File: config.mk
export PLATFORM = sky130hd
export DESIGN_NAME = mdio_phy_slave
export DESIGN_NICKNAME = d
export VERILOG_FILES = /design/src/rtl/mdio_pkg.sv /design/src/rtl/mdio_edge_sync.sv /design/src/rtl/mdio_phy_slave.sv
export SDC_FILE = /design/constraint.sdc
export NUM_CORES = 1
export LEC_CHECK = 0
export CAP_MARGIN = 15
export CORE_AREA = 8 8 91 101
export CTS_BUF_LIST = sky130_fd_sc_hd__clkbuf_8
export CTS_CLUSTER_SIZE = 16
export DETAILED_ROUTE_END_ITERATION = 16
export DIE_AREA = 0 0 99 109
export PLACE_DENSITY = 0.67
export SYNTH_ARGS = -nofsm -noshare
export SYNTH_HDL_FRONTEND = slang
export SYNTH_SLANG_ARGS = --single-unit
File: constraint.sdc
create_clock -name clk -period 2.91 [get_ports clk]
set_input_delay 0.873 -clock clk [delete_from_list [all_inputs] [get_ports clk]]
set_output_delay 0.873 -clock clk [all_outputs]
set_load 0.01 [all_outputs]
File: src/rtl/mdio_pkg.sv
// Shared MDIO Clause 22 frame constants, FSM state encoding and counter widths
// for the PHY-side management responder.
package mdio_pkg;

    localparam logic [1:0] MDIO_ST    = 2'b01;
    localparam logic [1:0] MDIO_OP_RD = 2'b10;
    localparam logic [1:0] MDIO_OP_WR = 2'b01;

    localparam int PRE_CNT_W = 6;
    localparam int BIT_CNT_W = 4;

    typedef enum logic [3:0] {
        S_IDLE,
        S_ST,
        S_OP,
        S_PHYAD,
        S_REGAD,
        S_RD_TA1,
        S_RD_TA2,
        S_RD_DATA,
        S_WR_TA,
        S_WR_DATA
    } mdio_state_t;

endpackage

File: src/rtl/mdio_edge_sync.sv
// Brings MDC and MDIO into the fabric clock domain and flags each MDC rising edge.
// Both lines use equal depth so mdio_s is the value present when MDC rose.
module mdio_edge_sync #(
    parameter int SYNC_STAGES = 2
) (
    input  logic clk,
    input  logic rst,
    input  logic eth_mdc,
    input  logic mdio_i,
    output logic mdc_rise,
    output logic mdio_s
);

    logic [SYNC_STAGES-1:0] mdc_sync;
    logic [SYNC_STAGES-1:0] mdio_sync;
    logic                   mdc_prev;

    always_ff @(posedge clk or posedge rst) begin
        if (rst) begin
            mdc_sync  <= '0;
            mdio_sync <= '1;
            mdc_prev  <= 1'b0;
        end else begin
            mdc_sync  <= {mdc_sync[SYNC_STAGES-2:0], eth_mdc};
            mdio_sync <= {mdio_sync[SYNC_STAGES-2:0], mdio_i};
            mdc_prev  <= mdc_sync[SYNC_STAGES-1];
        end
    end

    assign mdc_rise = mdc_sync[SYNC_STAGES-1] & ~mdc_prev;
    assign mdio_s   = mdio_sync[SYNC_STAGES-1];

endmodule

File: src/rtl/mdio_phy_slave.sv
// Clause 22 MDIO management responder: decodes frames on synchronized MDC rises,
// strobes writes into a register port and serves reads by driving the pad.
module mdio_phy_slave
    import mdio_pkg::*;
#(
    parameter logic [4:0] PHY_ADDR    = 5'h04,
    parameter int         MIN_PRE     = 32,
    parameter int         SYNC_STAGES = 2
) (
    input  logic        clk,
    input  logic        rst,
    input  logic        eth_mdc,
    input  logic        mdio_i,
    output logic        mdio_o,
    output logic        mdio_oe,
    output logic [4:0]  reg_addr,
    output logic        reg_wr_en,
    output logic [15:0] reg_wr_data,
    output logic        reg_rd_req,
    input  logic [15:0] reg_rd_data,
    output logic        busy,
    output logic        frame_err
);

    localparam logic [PRE_CNT_W-1:0] PRE_SAT   = PRE_CNT_W'(32);
    localparam logic [PRE_CNT_W-1:0] MIN_PRE_C = PRE_CNT_W'(MIN_PRE);

    logic                 mdc_rise;
    logic                 mdio_s;
    mdio_state_t          state;
    logic [PRE_CNT_W-1:0] pre_cnt;
    logic [BIT_CNT_W-1:0] bit_cnt;
    logic [15:0]          shreg;
    logic                 is_rd;
    logic                 rd_latch;

    function automatic logic [PRE_CNT_W-1:0] pre_inc(input logic [PRE_CNT_W-1:0] c);
        return (c >= PRE_SAT) ? PRE_SAT : c + 1'b1;
    endfunction

    mdio_edge_sync #(
        .SYNC_STAGES(SYNC_STAGES)
    ) u_sync (
        .clk      (clk),
        .rst      (rst),
        .eth_mdc  (eth_mdc),
        .mdio_i   (mdio_i),
        .mdc_rise (mdc_rise),
        .mdio_s   (mdio_s)
    );

    always_ff @(posedge clk or posedge rst) begin
        if (rst) begin
            state       <= S_IDLE;
            pre_cnt     <= '0;
            bit_cnt     <= '0;
            shreg       <= '0;
            is_rd       <= 1'b0;
            rd_latch    <= 1'b0;
            mdio_o      <= 1'b0;
            mdio_oe     <= 1'b0;
            reg_addr    <= '0;
            reg_wr_en   <= 1'b0;
            reg_wr_data <= '0;
            reg_rd_req  <= 1'b0;
            busy        <= 1'b0;
            frame_err   <= 1'b0;
        end else begin
            reg_wr_en  <= 1'b0;
            reg_rd_req <= 1'b0;
            frame_err  <= 1'b0;
            // Read data arrives one clk after the request; capture it the cycle after that.
            rd_latch   <= reg_rd_req;
            if (rd_latch) shreg <= reg_rd_data;

            if (mdc_rise) begin
                case (state)
                    S_IDLE: begin
                        if (mdio_s) begin
                            pre_cnt <= pre_inc(pre_cnt);
                        end else begin
                            pre_cnt <= '0;
                            if (pre_cnt >= MIN_PRE_C) begin
                                state <= S_ST;
                                busy  <= 1'b1;
                            end
                        end
                    end
                    S_ST: begin
                        if (mdio_s) begin
                            state   <= S_OP;
                            bit_cnt <= '0;
                        end else begin
                            state <= S_IDLE;
                            busy  <= 1'b0;
                        end
                    end
                    S_OP: begin
                        if (bit_cnt == 4'd0) begin
                            shreg[0] <= mdio_s;
                            bit_cnt  <= 4'd1;
                        end else if ({shreg[0], mdio_s} == MDIO_OP_RD ||
                                     {shreg[0], mdio_s} == MDIO_OP_WR) begin
                            is_rd   <= ({shreg[0], mdio_s} == MDIO_OP_RD);
                            state   <= S_PHYAD;
                            bit_cnt <= '0;
                        end else begin
                            state     <= S_IDLE;
                            busy      <= 1'b0;
                            frame_err <= 1'b1;
                            mdio_oe   <= 1'b0;
                            pre_cnt   <= '0;
                        end
                    end
                    S_PHYAD: begin
                        shreg <= {shreg[14:0], mdio_s};
                        if (bit_cnt == 4'd4) begin
                            bit_cnt <= '0;
                            if ({shreg[3:0], mdio_s} == PHY_ADDR) begin
                                state <= S_REGAD;
                            end else begin
                                state <= S_IDLE;
                                busy  <= 1'b0;
                            end
                        end else begin
                            bit_cnt <= bit_cnt + 1'b1;
                        end
                    end
                    S_REGAD: begin
                        shreg <= {shreg[14:0], mdio_s};
                        if (bit_cnt == 4'd4) begin
                            bit_cnt    <= '0;
                            reg_addr   <= {shreg[3:0], mdio_s};
                            reg_rd_req <= is_rd;
                            state      <= is_rd ? S_RD_TA1 : S_WR_TA;
                        end else begin
                            bit_cnt <= bit_cnt + 1'b1;
                        end
                    end
                    S_RD_TA1: begin
                        mdio_oe <= 1'b1;
                        mdio_o  <= 1'b0;
                        state   <= S_RD_TA2;
                    end
                    S_RD_TA2: begin
                        mdio_o  <= shreg[15];
                        shreg   <= {shreg[14:0], 1'b0};
                        bit_cnt <= '0;
                        state   <= S_RD_DATA;
                    end
                    S_RD_DATA: begin
                        // Bit 15 went out in TA2, so 15 more rises present bits 14..0.
                        if (bit_cnt == 4'd15) begin
                            mdio_oe <= 1'b0;
                            mdio_o  <= 1'b0;
                            state   <= S_IDLE;
                            busy    <= 1'b0;
                        end else begin
                            mdio_o  <= shreg[15];
                            shreg   <= {shreg[14:0], 1'b0};
                            bit_cnt <= bit_cnt + 1'b1;
                        end
                    end
                    S_WR_TA: begin
                        if (bit_cnt == 4'd0) begin
                            bit_cnt <= 4'd1;
                        end else if (mdio_s) begin
                            state     <= S_IDLE;
                            busy      <= 1'b0;
                            frame_err <= 1'b1;
                            mdio_oe   <= 1'b0;
                            pre_cnt   <= '0;
                        end else begin
                            state   <= S_WR_DATA;
                            bit_cnt <= '0;
                        end
                    end
                    S_WR_DATA: begin
                        shreg <= {shreg[14:0], mdio_s};
                        if (bit_cnt == 4'd15) begin
                            reg_wr_data <= {shreg[14:0], mdio_s};
                            reg_wr_en   <= 1'b1;
                            state       <= S_IDLE;
                            busy        <= 1'b0;
                        end else begin
                            bit_cnt <= bit_cnt + 1'b1;
                        end
                    end
                    default: begin
                        state   <= S_IDLE;
                        busy    <= 1'b0;
                        mdio_oe <= 1'b0;
                    end
                endcase
            end
        end
    end

endmodule

# After elaboration in Yosys (flattened, before gate mapping)
# Index checks and enable logic that the tools add are counted.
# word_totals
inputBits	20
register_bits	64
wordCells	136
output_inout_bits	27
# op_classes
n_eq_ne	30
bitwise	5
n_reduce_logical	21
add_sub_neg	2
n_mux	60
n_lt_le_gt_ge	1
# op_table
cell	n
two-way mux 4 bit	16
two-way mux 16 bit	3
two-way mux 6 bit	6
one-hot mux 4 bit (9 select lines)	1
one-hot mux 15 bit (2 select lines)	1
one-hot mux 4 bit (6 select lines)	1
two-way mux 1 bit	23
!= test 2 bit (second input constant)	11
equality test 4 x 3 -> 1 bit (second input constant)	5
one-hot mux 6 bit (3 select lines)	1
equality test 4 bit (second input constant)	3
AND reduction 12 bit	1
AND reduction 6 bit	2
equality test 4 x 2 -> 1 bit (second input constant)	2
logical NOT 4 bit	2
AND reduction 8 bit	1
one-hot mux 1 bit (7 select lines)	1
AND reduction 7 bit	1
adder 6 x 1 -> 6 bit (second input constant)	1
greater-or-equal comparator 6 bit (second input constant)	1
!= test 2 x 1 -> 1 bit (second input constant)	3
!= test 3 bit (second input constant)	2
AND reduction 3 bit	2
nonzero test 3 bit	2
21 further kinds	27

# Longest topological paths before layout
# logic_depth
depth_word	6
mapped_depth	9
ltp_nobuf	7

# Hierarchy
# From an unflattened synthesis, not the netlist that was laid out.
# hier_totals
hier_cells	314
area_unflattened_um2	3358.2
# modules_own_cells
mod	cells_each	area_each_um2	instances
mdio_phy_slave	307	3213.1	1
mdio_edge_sync	7	145.1	1

# Worst setup path before layout
# Ideal clock, no wire load.
# synth_timing
path_kind	reg2reg
start	reg u_sync.mdio_sync[1]
end	reg bit_cnt[2]
setup_slack_ns	0.506
stages_incl_launch_ff	9
synth_period_minus_slack_ns	2.404
t_arrival_ns	2.279
t_required_ns	2.784
setup_ns	0.126
path_cell_list	dfstp_2 buf_4 inv_1 ha_1 or3b_1 a211oi_2 nor4_4 and4b_1 a221o_1
# synth_via
elab_chain_cells	4
elab_cells_between_ends	7
cone_classes	5 x eq/ne; 2 x reduce/logical
# synth_rtl
item	line	source
start: declaration	mdio_edge_sync.sv:15	logic [SYNC_STAGES-1:0] mdio_sync;
start signal: assignment	mdio_edge_sync.sv:25	mdio_sync <= {mdio_sync[SYNC_STAGES-2:0], mdio_i};
equality test 2 bit / equality test 2 x 1 -> 1 bit (equally long branches)	mdio_phy_slave.sv:102, mdio_phy_slave.sv:103	
logical OR 1 bit	mdio_phy_slave.sv:102	end else if ({shreg[0], mdio_s} == MDIO_OP_RD ||
!= test 3 bit (no source line)	-	
AND reduction 6 bit (no source line) (*)	-	
end signal: assignment	mdio_phy_slave.sv:126	bit_cnt <= bit_cnt + 1'b1;
end signal: assignment	mdio_phy_slave.sv:137	bit_cnt <= bit_cnt + 1'b1;
end signal: assignment	mdio_phy_slave.sv:161	bit_cnt <= bit_cnt + 1'b1;
end: declaration	mdio_phy_slave.sv:32	logic [BIT_CNT_W-1:0] bit_cnt;
# Every way passes the cells marked *; elsewhere a longest branch is shown, timed or not.
# A chain may end at the register's enable or synchronous reset.

# Worst setup path in the final report
# Ends and elaborated chain as after synthesis.

==> impl_metrics.csv <==
group,metric,value,unit
sta,fmax,0.3879,GHz
die,chipHeight,109,um
synth,ys_seq_elements,64,
sta,drv_slew,0,
final_layout,design_area,4098,sq um
die,rows,34,
die,core-area,7615,sq um
route,ant_nets,0,
route,post_drt_wl_per_cell,16.92,um
synth,async_flop_share,100.0,%
synth,synth_area_leaders,"dfrtp_1, mux2_2, o21ai_0",
worst_hold_path,hold_class,"reg2reg",
power,leakagePower,1.648,nW
final_layout,diodes,0,
die,die_width,99,um
setup_path,path_class,"reg2reg",
grt,overflow,0,
route,drtIter0Drc,118,
die,initial_utilization,43.66,%
clocking,clkSinkCount,64,
route,avgViaCountPerCell,5.596,
power,power,1.856,mW
clocking,htree_num_levels,3,
final_layout,multi_input_area,1550,sq um
placed_design,placed_area,3869,sq um
synth,yosys.area.top_type_share,46.67,%
grt,grt_pass1_vias,2558,
synth,synth.distinct_cells,62,
setup_path,cp.required,3130,ps
sta,skew,12.92,ps
sta,rsz0062_at_grt,"false",
power,p_per_area,453.0,nW/um^2
placed_design,io_buffers,46,
clocking,cts_resized,0,
synth,avgSynthCellArea,10.79,sq um
sta,period_share,88.58,%
sta,max_slew_margin,54.65,%
grt,grt_pass1_wl,12380,um
route,drc,0,
die,ios,47,
placed_design,dp_hpwl,5554,um
setup_path,cp-start-kind,"flop",
setup_path,worst_setup_path_end_kind,"flop",
sta,worst_pin_slew,680.3,ps
final_layout,fillers,646,
final_layout,drive_gt1_share,19.44,%
power,ir_drop,311.6,uV
clocking,clockBufferDepth,2,
clocking,cts_buffers,9,
grt,antenna_found_initial,0,
setup_path,cp_data_arrival_time,2800,ps
grt,gr-usage-all-layers,14.46,%
flow_run,maxCapViolations,0,
synth,synth_flop_cell,"dfrtp_1",
sta,final-setup-viol-count,0,
synth,synth_top_area_cell,"dfrtp_1",
clocking,clk_latency,340,ps
synth,netlist_area,3324,sq um
final_layout,post-route-util,53.81,%
synth,yosys_warnings,0,
route,totalWireLength,7612,um
setup_path,worst-path-max-fanout,10,
final_layout,seqCellArea,1604,sq um
placed_design,post-place-ws,333.9,ps
clocking,cts-root-buf,"clkbuf_8",
placed_design,gp_congestion,0.9009,
clocking,holdBufCountCts,0,
synth,synth_edf_count,0,
final_layout,area_delta_synth_final,23.26,%
sta,finalWorstSetupSlack,332.3,ps
sta,setup_tns,0,ps
route,firstDrtPassIters,4,
grt,grt_max_degree,27,
final_layout,nNetsFinal,381,
route,vias,2518,
sta,timing_hold_violations_final,0,
synth,ys_seq_area_share,48.25,%
status,status,"finished, final reports clean",
clocking,tritoncts,"yes",
clocking,post_cts_buffers,0,
clocking,clkSlewWorstSetupHoldPaths,70,ps
die,die_area,10790,sq um
synth,synth_nets,334,
sta,period_needed,2578,ps
synth,synth_cells,308,
[stage by stage]
stage | std cells | hold WS (ps)
2_1_floorplan | 308 | 331.2
3_3_place_gp | 434 | 337.2
6_report | 450 | 353.7
5_1_grt | 450 | 357.0
3_5_place_dp | 434 | 340.5
4_1_cts | 450 | 355.8
[logic make-up after synthesis]
logic type,count (synthesis),synth area share [%]
simple gates,94,16.22
compound gates,67,13.44
flops,64,48.25
mux,43,14.26
buf+inv,33,5.306
fa+ha+maj,6,2.258
xor+xnor,1,0.2635
[registers in the layout (all words and copies together), names as in the netlist, 2 cells and up]
name              flops
pre_cnt               6
u_sync.mdio_sync      2
bit_cnt               4
u_sync.mdc_sync       2
state                 4
shreg                16
reg_addr              5
reg_wr_data          16
[report_power, final]
group | internal (mW) | leakage (nW) | switching (mW)
clock network | 0.510 | 0.117 | 0.358
logic | 0.0379 | 0.731 | 0.0407
registers | 0.900 | 0.800 | 0.00997
total | 1.45 | 1.65 | 0.408
[layout by cell type (no fill, tap or decap), types with 3 or more instances in the layout]
cell	instances
mux2_4	3
dfrtp_1	62
nand4_1	4
a22oi_1	3
nand3_1	8
nand2_1	31
nor2_1	13
mux2_2	23
nor2b_1	4
clkbuf_8	10
clkdlybuf4s50_1	46
nand3b_1	5
o21ai_0	35
ha_1	6
nor3_1	4
mux2i_1	17
inv_1	14
nor4_1	3
buf_4	6
nand2b_1	3
[worst max-delay path: stages, from the launching register on]
cell      delay (ps)
dfstp_2          630
inv_1            120
ha_1             370
or3b_1           400
a211oi_2         340
nor4_4           120
and4b_1          240
a221o_1          250
[area by class of cell]
cell class	instances	area share, %
clock buffers	10	3.359
repair buffers	54	13.31
inverters	15	1.374
multi-input cells	211	37.83
well taps	90	2.748
flip-flops and latches	64	39.15
clock inverters	6	2.229
[final timing paths]
kind	slack, ps	cells after the start	to	from
setup / recovery	330	7	bit_cnt[2]	u_sync.mdio_sync[1]
hold / removal	350	0	u_sync.mdc_sync[1]	u_sync.mdc_sync[0]
setup reg to reg	330	7	bit_cnt[2]	u_sync.mdio_sync[1]
hold reg to reg	350	0	u_sync.mdc_sync[1]	u_sync.mdc_sync[0]
max in group asynchronous	1420	3	reg_wr_data[4]	rst
min in group asynchronous	880	2	reg_wr_data[7]	rst
[Yosys cell counts, drive strengths merged, types with 3 or more instances]
library cell and number:
a22oi 3, nand2 31, nor3b 3, nor3 6, buf 9, nor4 4, clkbuf 9, a211oi 4
nor2b 4, ha 6, nand3b 5, dfrtp 62, nor2 13, inv 15, mux2i 17, o21ai 36
mux2 26, nand2b 4, nand3 8, nand4 4
[per-layer routing]
layer  part of all wire [%]  GRT usage (%)
met1                     46          17.89
met2                     47          23.53
met3                    4.9          4.470
met4                    1.9          4.940
met5                      0              0
Power figures use the tool's default switching activity.
